**config.mk**
```make
export PLATFORM = sky130hd
export DESIGN_NAME = alu_flat
export DESIGN_NICKNAME = d
export VERILOG_FILES = /design/src/rtl/alu_if.sv /design/src/rtl/alu.sv /design/src/flat_wrapper.sv
export SDC_FILE = /design/constraint.sdc
export NUM_CORES = 1
export LEC_CHECK = 0
export CAP_MARGIN = 20
export CELL_PAD_IN_SITES_DETAIL_PLACEMENT = 1
export CELL_PAD_IN_SITES_GLOBAL_PLACEMENT = 2
export CORE_AREA = 3 3 103 125
export DETAILED_ROUTE_END_ITERATION = 8
export DIE_AREA = 0 0 106 128
export PLACE_DENSITY_LB_ADDON = 0.1
export SYNTH_ARGS = -nofsm -noshare
export SYNTH_HDL_FRONTEND = slang
export SYNTH_SLANG_ARGS = --single-unit
```
**constraint.sdc**
```tcl
create_clock -name clock -period 7.5 [get_ports clock]
set_input_delay 1.5 -clock clock [delete_from_list [all_inputs] [get_ports clock]]
set_output_delay 1.5 -clock clock [all_outputs]
set_load 0.005 [all_outputs]
```
**src/rtl/alu_if.sv**
```systemverilog
// ALU request/response bundle: operands and opcode in, status and result out.
interface alu_if #(
  parameter int DATA_BUS_WIDTH = 8
);
  logic                      start;
  logic [2:0]                alu_op;
  logic [DATA_BUS_WIDTH-1:0] operand_a;
  logic [DATA_BUS_WIDTH-1:0] operand_b;
  logic                      busy;
  logic                      done;
  logic [DATA_BUS_WIDTH-1:0] result;
  logic [2:0]                flags;

  modport master (
    output start, alu_op, operand_a, operand_b,
    input  busy, done, result, flags
  );

  modport slave (
    input  start, alu_op, operand_a, operand_b,
    output busy, done, result, flags
  );
endinterface

```
**src/rtl/alu.sv**
```systemverilog
// Sequenced ALU: single-cycle add/sub/logic/shift and a W-iteration
// shift-add multiply. Result and Z/N/C flags are registered and change
// only on completion; done pulses for one cycle on every completion.
module alu #(
  parameter int DATA_BUS_WIDTH = 8
) (
  input logic clock,
  input logic reset,
  alu_if.slave bus
);
  localparam int W  = DATA_BUS_WIDTH;
  localparam int CW = $clog2(W + 1);

  typedef enum logic [1:0] {ST_IDLE, ST_MUL, ST_DONE} state_t;
  typedef enum logic [2:0] {
    OP_ADD, OP_SUB, OP_AND, OP_OR, OP_XOR, OP_SHL, OP_SHR, OP_MUL
  } op_t;

  state_t         state, state_nxt;
  logic [2*W-1:0] mcand, mcand_nxt, acc, acc_nxt, acc_add;
  logic [W-1:0]   mplier, mplier_nxt, result, result_nxt;
  logic [CW-1:0]  cnt, cnt_nxt;
  logic [2:0]     flags, flags_nxt;
  logic           busy_q, done_q;

  logic [W:0]     sum, diff;
  logic [W-1:0]   alu_res;
  logic           alu_c;
  op_t            op;

  assign op = op_t'(bus.alu_op);

  // Single-cycle datapath on the live operands; carry/borrow/shifted-out bit in alu_c.
  always_comb begin
    sum     = {1'b0, bus.operand_a} + {1'b0, bus.operand_b};
    diff    = {1'b0, bus.operand_a} - {1'b0, bus.operand_b};
    alu_res = '0;
    alu_c   = 1'b0;
    case (op)
      OP_ADD: begin alu_res = sum[W-1:0];  alu_c = sum[W];  end
      OP_SUB: begin alu_res = diff[W-1:0]; alu_c = diff[W]; end
      OP_AND: alu_res = bus.operand_a & bus.operand_b;
      OP_OR:  alu_res = bus.operand_a | bus.operand_b;
      OP_XOR: alu_res = bus.operand_a ^ bus.operand_b;
      OP_SHL: begin alu_res = {bus.operand_a[W-2:0], 1'b0}; alu_c = bus.operand_a[W-1]; end
      OP_SHR: begin alu_res = {1'b0, bus.operand_a[W-1:1]}; alu_c = bus.operand_a[0];   end
      default: begin alu_res = '0; alu_c = 1'b0; end
    endcase
  end

  // One shift-add step: the accumulator including this iteration's partial product.
  assign acc_add = acc + (mplier[0] ? mcand : '0);

  // Next state and datapath updates; everything holds unless the state says otherwise.
  always_comb begin
    state_nxt  = state;
    mcand_nxt  = mcand;
    mplier_nxt = mplier;
    acc_nxt    = acc;
    cnt_nxt    = cnt;
    result_nxt = result;
    flags_nxt  = flags;
    case (state)
      ST_IDLE: begin
        if (bus.start) begin
          if (op == OP_MUL) begin
            mcand_nxt  = {{W{1'b0}}, bus.operand_a};
            mplier_nxt = bus.operand_b;
            acc_nxt    = '0;
            cnt_nxt    = '0;
            state_nxt  = ST_MUL;
          end else begin
            result_nxt = alu_res;
            flags_nxt  = {alu_res == '0, alu_res[W-1], alu_c};
            state_nxt  = ST_DONE;
          end
        end
      end
      ST_MUL: begin
        acc_nxt    = acc_add;
        mcand_nxt  = mcand << 1;
        mplier_nxt = mplier >> 1;
        cnt_nxt    = cnt + CW'(1);
        if (cnt == CW'(W - 1)) begin
          result_nxt = acc_add[W-1:0];
          flags_nxt  = {acc_add[W-1:0] == '0, acc_add[W-1], |acc_add[2*W-1:W]};
          state_nxt  = ST_DONE;
        end
      end
      ST_DONE: state_nxt = ST_IDLE;
      default: state_nxt = ST_IDLE;
    endcase
  end

  // State and datapath registers; busy/done are registered from next state so outputs come from flops.
  always_ff @(posedge clock or negedge reset) begin
    if (!reset) begin
      state  <= ST_IDLE;
      mcand  <= '0;
      mplier <= '0;
      acc    <= '0;
      cnt    <= '0;
      result <= '0;
      flags  <= '0;
      busy_q <= 1'b0;
      done_q <= 1'b0;
    end else begin
      state  <= state_nxt;
      mcand  <= mcand_nxt;
      mplier <= mplier_nxt;
      acc    <= acc_nxt;
      cnt    <= cnt_nxt;
      result <= result_nxt;
      flags  <= flags_nxt;
      busy_q <= (state_nxt != ST_IDLE);
      done_q <= (state_nxt == ST_DONE);
    end
  end

  assign bus.busy   = busy_q;
  assign bus.done   = done_q;
  assign bus.result = result;
  assign bus.flags  = flags;
endmodule

```
**src/flat_wrapper.sv**
```systemverilog
// flat-port wrapper written by rule: the top's interface ports become plain ports
module alu_flat 
#(
  parameter int DATA_BUS_WIDTH = 8
)
  (clock, reset, bus_start, bus_alu_op, bus_operand_a, bus_operand_b, bus_busy, bus_done, bus_result, bus_flags);
  alu_if #(.DATA_BUS_WIDTH(DATA_BUS_WIDTH)) bus_i ();
  input logic clock;
  input logic reset;
  input wire logic [$bits(bus_i.start)-1:0] bus_start;
  input wire logic [$bits(bus_i.alu_op)-1:0] bus_alu_op;
  input wire logic [$bits(bus_i.operand_a)-1:0] bus_operand_a;
  input wire logic [$bits(bus_i.operand_b)-1:0] bus_operand_b;
  output wire logic [$bits(bus_i.busy)-1:0] bus_busy;
  output wire logic [$bits(bus_i.done)-1:0] bus_done;
  output wire logic [$bits(bus_i.result)-1:0] bus_result;
  output wire logic [$bits(bus_i.flags)-1:0] bus_flags;
  assign bus_i.start = bus_start;
  assign bus_i.alu_op = bus_alu_op;
  assign bus_i.operand_a = bus_operand_a;
  assign bus_i.operand_b = bus_operand_b;
  assign bus_busy = bus_i.busy;
  assign bus_done = bus_i.done;
  assign bus_result = bus_i.result;
  assign bus_flags = bus_i.flags;
  alu #(.DATA_BUS_WIDTH(DATA_BUS_WIDTH)) u_core (.clock(clock), .reset(reset), .bus(bus_i));
endmodule
```
==> impl_metrics.json, run 1 <==
{
  "clock_path_buffers": 2,
  "yosysTopAreaCellShare_pct": 31.0,
  "fmax_mhz": 237,
  "synth.avg_cell_area_um2": 8.56,
  "async_flop_share_pct": 100,
  "dr.pass1.iters": 4,
  "yosysUniqueCellTypes": 72,
  "start_util_pct": 40.3,
  "cts_buffers": 9,
  "slowest_stage": "clkdlybuf4s50_1",
  "skew_ns": 0.00826,
  "rr_worst_depth": 11,
  "ctsHtreeMaxLevel": 3,
  "maxCapViolations": 0,
  "p_leak_nw": 2.41,
  "hp-start": "u_core.bus.result[1]",
  "worst_slack_ns": 3.28,
  "outcome": "finished, final reports clean",
  "powerDensity_mw_per_mm2": 315,
  "critical_path.cell_chain": "clkdlybuf4s50_1 > inv_1 > ha_1 > nor3_1 > a221o_1 > o311a_1 > o32ai_1 > xor2_1 > a221oi_1 > o211ai_1",
  "holdBufCountCts": 0,
  "max-slew-margin-rel_pct": 40.3,
  "io_pins": 35,
  "grt_usage_pct": 21.8,
  "synth-edff-count": 0,
  "yosys.area.top_type": "dfrtp_1",
  "ys_seq_area_share_pct": 31.0,
  "grt_pass1_wl_um": 23400,
  "startpoint": "bus_operand_a[3]",
  "io_buffers": 34,
  "synthFlopType": "dfrtp_1",
  "fin_setup_tns_ns": 0,
  "overflow": 0,
  "ant_nets": 0,
  "r2r_setup_slack_ns": 4.44,
  "critPathTopFamily": "compound AO/OA/AOI/OAI gates",
  "muxShareOfSynthArea_pct": 5.96,
  "worst-slew-pin-transition_ns": 0.892,
  "drt_iter0_drc": 171,
  "gp_congestion": 0.840,
  "vias_per_cell": 5.64,
  "synth_xor_xnor_area_share_pct": 3.18,
  "syn_inst": 547,
  "die_y_um": 128,
  "synthSimpleGateAreaFrac_pct": 18.2,
  "crit_path_max_fanout": 12,
  "slew_violations": 0,
  "crit_path_end": "u_core.bus.flags[1]",
  "final-hold-violation-count": 0,
  "cp.arrival_ns": 4.41,
  "fin_nets": 634,
  "min_path_type": "reg -> reg",
  "fill_cells": 1417,
  "crit_type": "in -> reg",
  "post-cts-setup-buffers": 0,
  "clkTransAtPathRegs_ns": 0.05,
  "cts_sinks": 58,
  "synth_compound_area_share_pct": 23.5,
  "layout-drive-gt1-share_pct": 8.04,
  "route.detailed.drc": 0,
  "die_w_um": 106,
  "grt_max_degree": 59,
  "synthTopCellsByArea": "dfrtp_1, ha_1, nand2_1",
  "grt_pass1_vias": 4481,
  "synth_seq_cells": 58,
  "synth_fp_nets": 613,
  "synth_adder_area_share_pct": 12.2,
  "core_mm2": 0.0116,
  "ir_drop_mv": 0.109,
  "cp.depth": 10,
  "cts_tree": "built",
  "cts-resized-gates": 0,
  "timing.rr.start": "u_core.mplier[0]",
  "min_period_over_period_pct": 56.3,
  "worst_r2r_endpoint": "u_core.bus.flags[0]",
  "hpwl_um": 10200,
  "slowest_delay_ns": 0.62,
  "syn_to_final_growth_pct": 15.8,
  "drt_wl_total_um": 14000,
  "antenna_found_initial": 0,
  "setup.worst_path.start_class": "input port",
  "cts-root-buf": "clkbuf_16",
  "synth_top_family_by_area": "compound AO/OA/AOI/OAI gates",
  "vias": 4108,
  "ys_warn_count": 0,
  "grt_setup_unrepaired": "false",
  "wl_per_cell_um": 19.2,
  "fp-row-count": 43,
  "holdPathStages": 2,
  "dieArea_mm2": 0.0136,
  "netlist_area_mm2": 0.00468,
  "path_buf_inv": 2,
  "insertion_delay_ns": 0.33,
  "setup-violations-final": 0,
  "end_kind": "register",
  "place_ws_ns": 2.97,
  "diodes": 0,
  "crit_required_ns": 7.68,
  "period_needed_ns": 4.22
}
[worst min-delay path by stage]
stage and endpoint:
3_5_place_dp u_core.bus.result[1], 3_3_place_gp u_core.bus.result[1], 2_1_floorplan u_core.mplier[0], 6_report u_core.bus.result[1]
5_1_grt u_core.acc[2], 4_1_cts u_core.bus.result[1]
[report_power, final]
part	internal [mW]	total [mW]	switching (mW)
sequential	0.442	0.562	0.121
combinational	0.327	0.733	0.406
clock	0.263	0.412	0.149
[registers in the layout (all words and copies together), names as in the netlist]
| name | count |
|---|---|
| u_core.cnt | 4 |
| u_core.state | 2 |
| u_core.bus.result | 7 |
| u_core.bus.busy | 1 |
| u_core.bus.flags | 3 |
| u_core.mplier | 8 |
| u_core.mcand | 16 |
| u_core.bus.done | 1 |
| u_core.acc | 16 |
[tightest hold or removal path, stage by stage (launching register included)]
cell and delay [ns]:
dfrtp_1 0.34, nand2_1 0.05, nand2_1 0.05
[cell type report]
type | count | area, um^2 | share of cell area (%)
inverters | 37 | 139 | 2.56
flip-flops and latches | 58 | 1450 | 26.8
well taps | 157 | 196 | 3.62
repair buffers | 40 | 380 | 7.01
multi-input cells | 422 | 2960 | 54.6
clock buffers | 10 | 239 | 4.41
clock inverters | 5 | 55.1 | 1.02
[per-stage QoR]
step	area, um^2	power (mW)	hold slack (ns)	util, %	cells
2_1_floorplan	4680	1.04	0.449	-	547
3_3_place_gp	5130	1.27	0.459	44.1	714
6_report	5420	1.71	0.472	46.7	729
3_5_place_dp	5130	1.30	0.470	44.1	714
4_1_cts	5420	1.73	0.482	46.7	729
5_1_grt	5420	1.85	0.515	46.7	729
[synth_stat cells, drive strengths merged (3+ instances only)]
library cell	n
a22oi	7
a21oi	21
nor2	28
fa	3
a22o	4
ha	41
nor3	9
mux2	3
and2	15
o211ai	7
o31ai	5
o21bai	3
buf	10
o22ai	9
mux2i	20
nor2b	5
nand2b	7
inv	36
o21a	4
xnor2	8
clkbuf	20
a221oi	7
dfrtp	58
o221ai	4
a21o	11
a31o	3
nand2	78
nand3	11
or3	4
and3	4
xor2	9
o21ai	55
a31oi	3
[cell usage in the layout (no fill, tap or decap), drive strengths merged, types with 5 or more instances in the layout]
| master | instances |
|---|---|
| clkbuf | 10 |
| clkdlybuf4s50 | 33 |
| dfrtp | 58 |
| nor3 | 9 |
| xnor2 | 8 |
| nand2 | 78 |
| ha | 41 |
| inv | 36 |
| o22ai | 9 |
| o31ai | 5 |
| and2 | 15 |
| buf | 7 |
| mux2i | 20 |
| o21ai | 55 |
| nand3 | 11 |
| a21o | 11 |
| nor2 | 28 |
| a221oi | 7 |
| nor2b | 5 |
| nand2b | 7 |
| a21oi | 21 |
| xor2 | 9 |
| o211ai | 7 |
| a22oi | 7 |
[kinds of logic (layout without fill, tap and decap cells)]
| family | count (synthesis) | after routing |
|---|---|---|
| and+or+nand+nor | 174 | 174 |
| AOI/OAI and AO/OA | 162 | 162 |
| adders and majority gates | 44 | 44 |
| xor gates and xnor gates | 17 | 17 |
| DFF | 58 | 58 |
| buffers and inverters | 67 | 92 |
| muxes | 25 | 25 |
[metal layers]
layer	global-route usage (%)	up-vias	wire, um
li1	-	1987	-
met1	27.2	2055	6330
met2	39.4	46	7170
met3	2.57	20	245
met4	6.71	0	253
met5	0	-	0
Power figures use the tool's default switching activity.
==> run 2, diff against run 1 <==
--- a/config.mk
+++ b/config.mk
@@ -8,9 +8,9 @@
 export CAP_MARGIN = 20
 export CELL_PAD_IN_SITES_DETAIL_PLACEMENT = 1
 export CELL_PAD_IN_SITES_GLOBAL_PLACEMENT = 2
-export CORE_AREA = 3 3 103 125
+export CORE_AREA = 3 3 107 130
 export DETAILED_ROUTE_END_ITERATION = 8
-export DIE_AREA = 0 0 106 128
+export DIE_AREA = 0 0 110 133
 export PLACE_DENSITY_LB_ADDON = 0.1
 export SYNTH_ARGS = -nofsm -noshare
 export SYNTH_HDL_FRONTEND = slang
==> constraint.sdc (replaced) <==
create_clock -name clock -period 4 [get_ports clock]
set_input_delay 0.8 -clock clock [delete_from_list [all_inputs] [get_ports clock]]
set_output_delay 0.8 -clock clock [all_outputs]
set_load 0.005 [all_outputs]
==> impl_metrics.json, run 2 (synthesis gave the netlist of run 1 again) <==
{
  "syn_to_final_growth_pct": 19.8,
  "gp_congestion": 0.880,
  "fp-row-count": 45,
  "cts_sinks": 58,
  "reg_top3": "u_core.acc x16, u_core.mcand x16, u_core.mplier x8",
  "critPathTopFamily": "compound AO/OA/AOI/OAI gates",
  "vias": 4180,
  "cts-root-buf": "clkbuf_16",
  "path_buf_inv": 3,
  "final_common_cell": "nand2_1",
  "grt_usage_pct": 20.7,
  "slowest_delay_ns": 0.54,
  "dr.pass1.iters": 4,
  "cp.arrival_ns": 3.58,
  "p_leak_nw": 2.51,
  "cts_buffers": 9,
  "insertion_delay_ns": 0.33,
  "layout_common_cells": "nand2_1, dfrtp_1, o21ai_0",
  "die_w_um": 110,
  "startpoint": "bus_operand_a[0]",
  "setup-violations-final": 0,
  "grt_max_degree": 42,
  "diodes": 0,
  "route.detailed.drc": 0,
  "start_util_pct": 37.0,
  "maxCapViolations": 0,
  "fin_nets": 646,
  "holdBufCountCts": 0,
  "clock_path_buffers": 2,
  "min_period_over_period_pct": 84.8,
  "timing.rr.start": "u_core.mplier[0]",
  "cts-resized-gates": 0,
  "antenna_found_initial": 0,
  "die_y_um": 133,
  "crit_required_ns": 4.19,
  "post-cts-setup-buffers": 0,
  "grt_pass1_vias": 4407,
  "max-slew-margin-rel_pct": 37.1,
  "crit_type": "in -> reg",
  "worst-slew-pin-transition_ns": 0.940,
  "dieArea_mm2": 0.0146,
  "overflow": 0,
  "cts_tree": "built",
  "utilization_pct": 44.3,
  "slowest_stage": "clkdlybuf4s50_1",
  "end_kind": "register",
  "skew_ns": 0.00530,
  "crit_path_max_fanout": 4,
  "vias_per_cell": 5.58,
  "clkTransAtPathRegs_ns": 0.05,
  "place_ws_ns": 0.270,
  "stdcell_count": 749,
  "place_inst": 732,
  "powerDensity_mw_per_mm2": 609,
  "min_path_type": "in -> async",
  "fmax_mhz": 295,
  "slew_violations": 0,
  "io_pins": 35,
  "hpwl_um": 10700,
  "setup.worst_path.start_class": "input port",
  "ant_nets": 0,
  "core_mm2": 0.0127,
  "wl_per_cell_um": 19.1,
  "critical_path.cell_chain": "clkdlybuf4s50_1 > inv_1 > ha_1 > inv_1 > fa_1 > nand2b_4 > a221oi_2 > o21bai_1 > a221oi_1 > o2111ai_1 > a2111oi_2 > a31oi_1",
  "period_needed_ns": 3.39,
  "hold_ws_ns": 0.339,
  "worst_slack_ns": 0.609,
  "grt_setup_unrepaired": "false",
  "final-hold-violation-count": 0,
  "drt_iter0_drc": 183,
  "ctsHtreeMaxLevel": 3,
  "grt_pass1_wl_um": 23800,
  "layout-drive-gt1-share_pct": 9.91,
  "crit_top_cell": "inv_1",
  "outcome": "finished, final reports clean",
  "ir_drop_mv": 0.251,
  "drt_wl_total_um": 14300,
  "io_buffers": 34,
  "fin_setup_tns_ns": 0
}
## run 2: stage by stage
step	power, mW	instance area (um^2)
floorplan	1.96	4680
global placement	2.40	5220
detailed placement	2.45	5220
CTS	3.44	5590
global route	3.68	5610
finish	3.42	5610
## run 2: final timing paths
kind	end	slack (ns)	cells after the start
max	u_core.bus.flags[0]	0.61	12
min	u_core.cnt[1]	0.34	1
max reg2reg	u_core.bus.flags[0]	0.95	9
min reg2reg	u_core.bus.result[2]	0.47	2
max in group asynchronous	u_core.mcand[7]	2.86	3
min in group clock	u_core.bus.result[2]	0.47	2
## run 2: layout make-up
| cell class | instances | area [um^2] |
|---|---|---|
| Inverter | 37 | 139 |
| Tap cell | 164 | 205 |
| Timing Repair Buffer | 52 | 483 |
| Multi-Input combinational cell | 422 | 2960 |
| Clock buffer | 11 | 243 |
| Sequential cell | 58 | 1450 |
| Fill cell | 1504 | 7060 |
| Clock inverter | 5 | 125 |
## run 2: per-layer routing
metal	routed length [um]	track usage, %	up-vias	part of all wire, %
li1	-	-	2010	-
met1	6590	28.2	2082	46
met2	7110	34.3	76	50
met3	443	3.03	12	3.1
met4	159	4.92	0	1.1
met5	0	0	-	0
## run 2: report_power, final
part,total (mW),internal [mW],switching (mW)
Combinational,1.40,0.626,0.769
Clock,0.972,0.688,0.284
Sequential,1.05,0.829,0.219
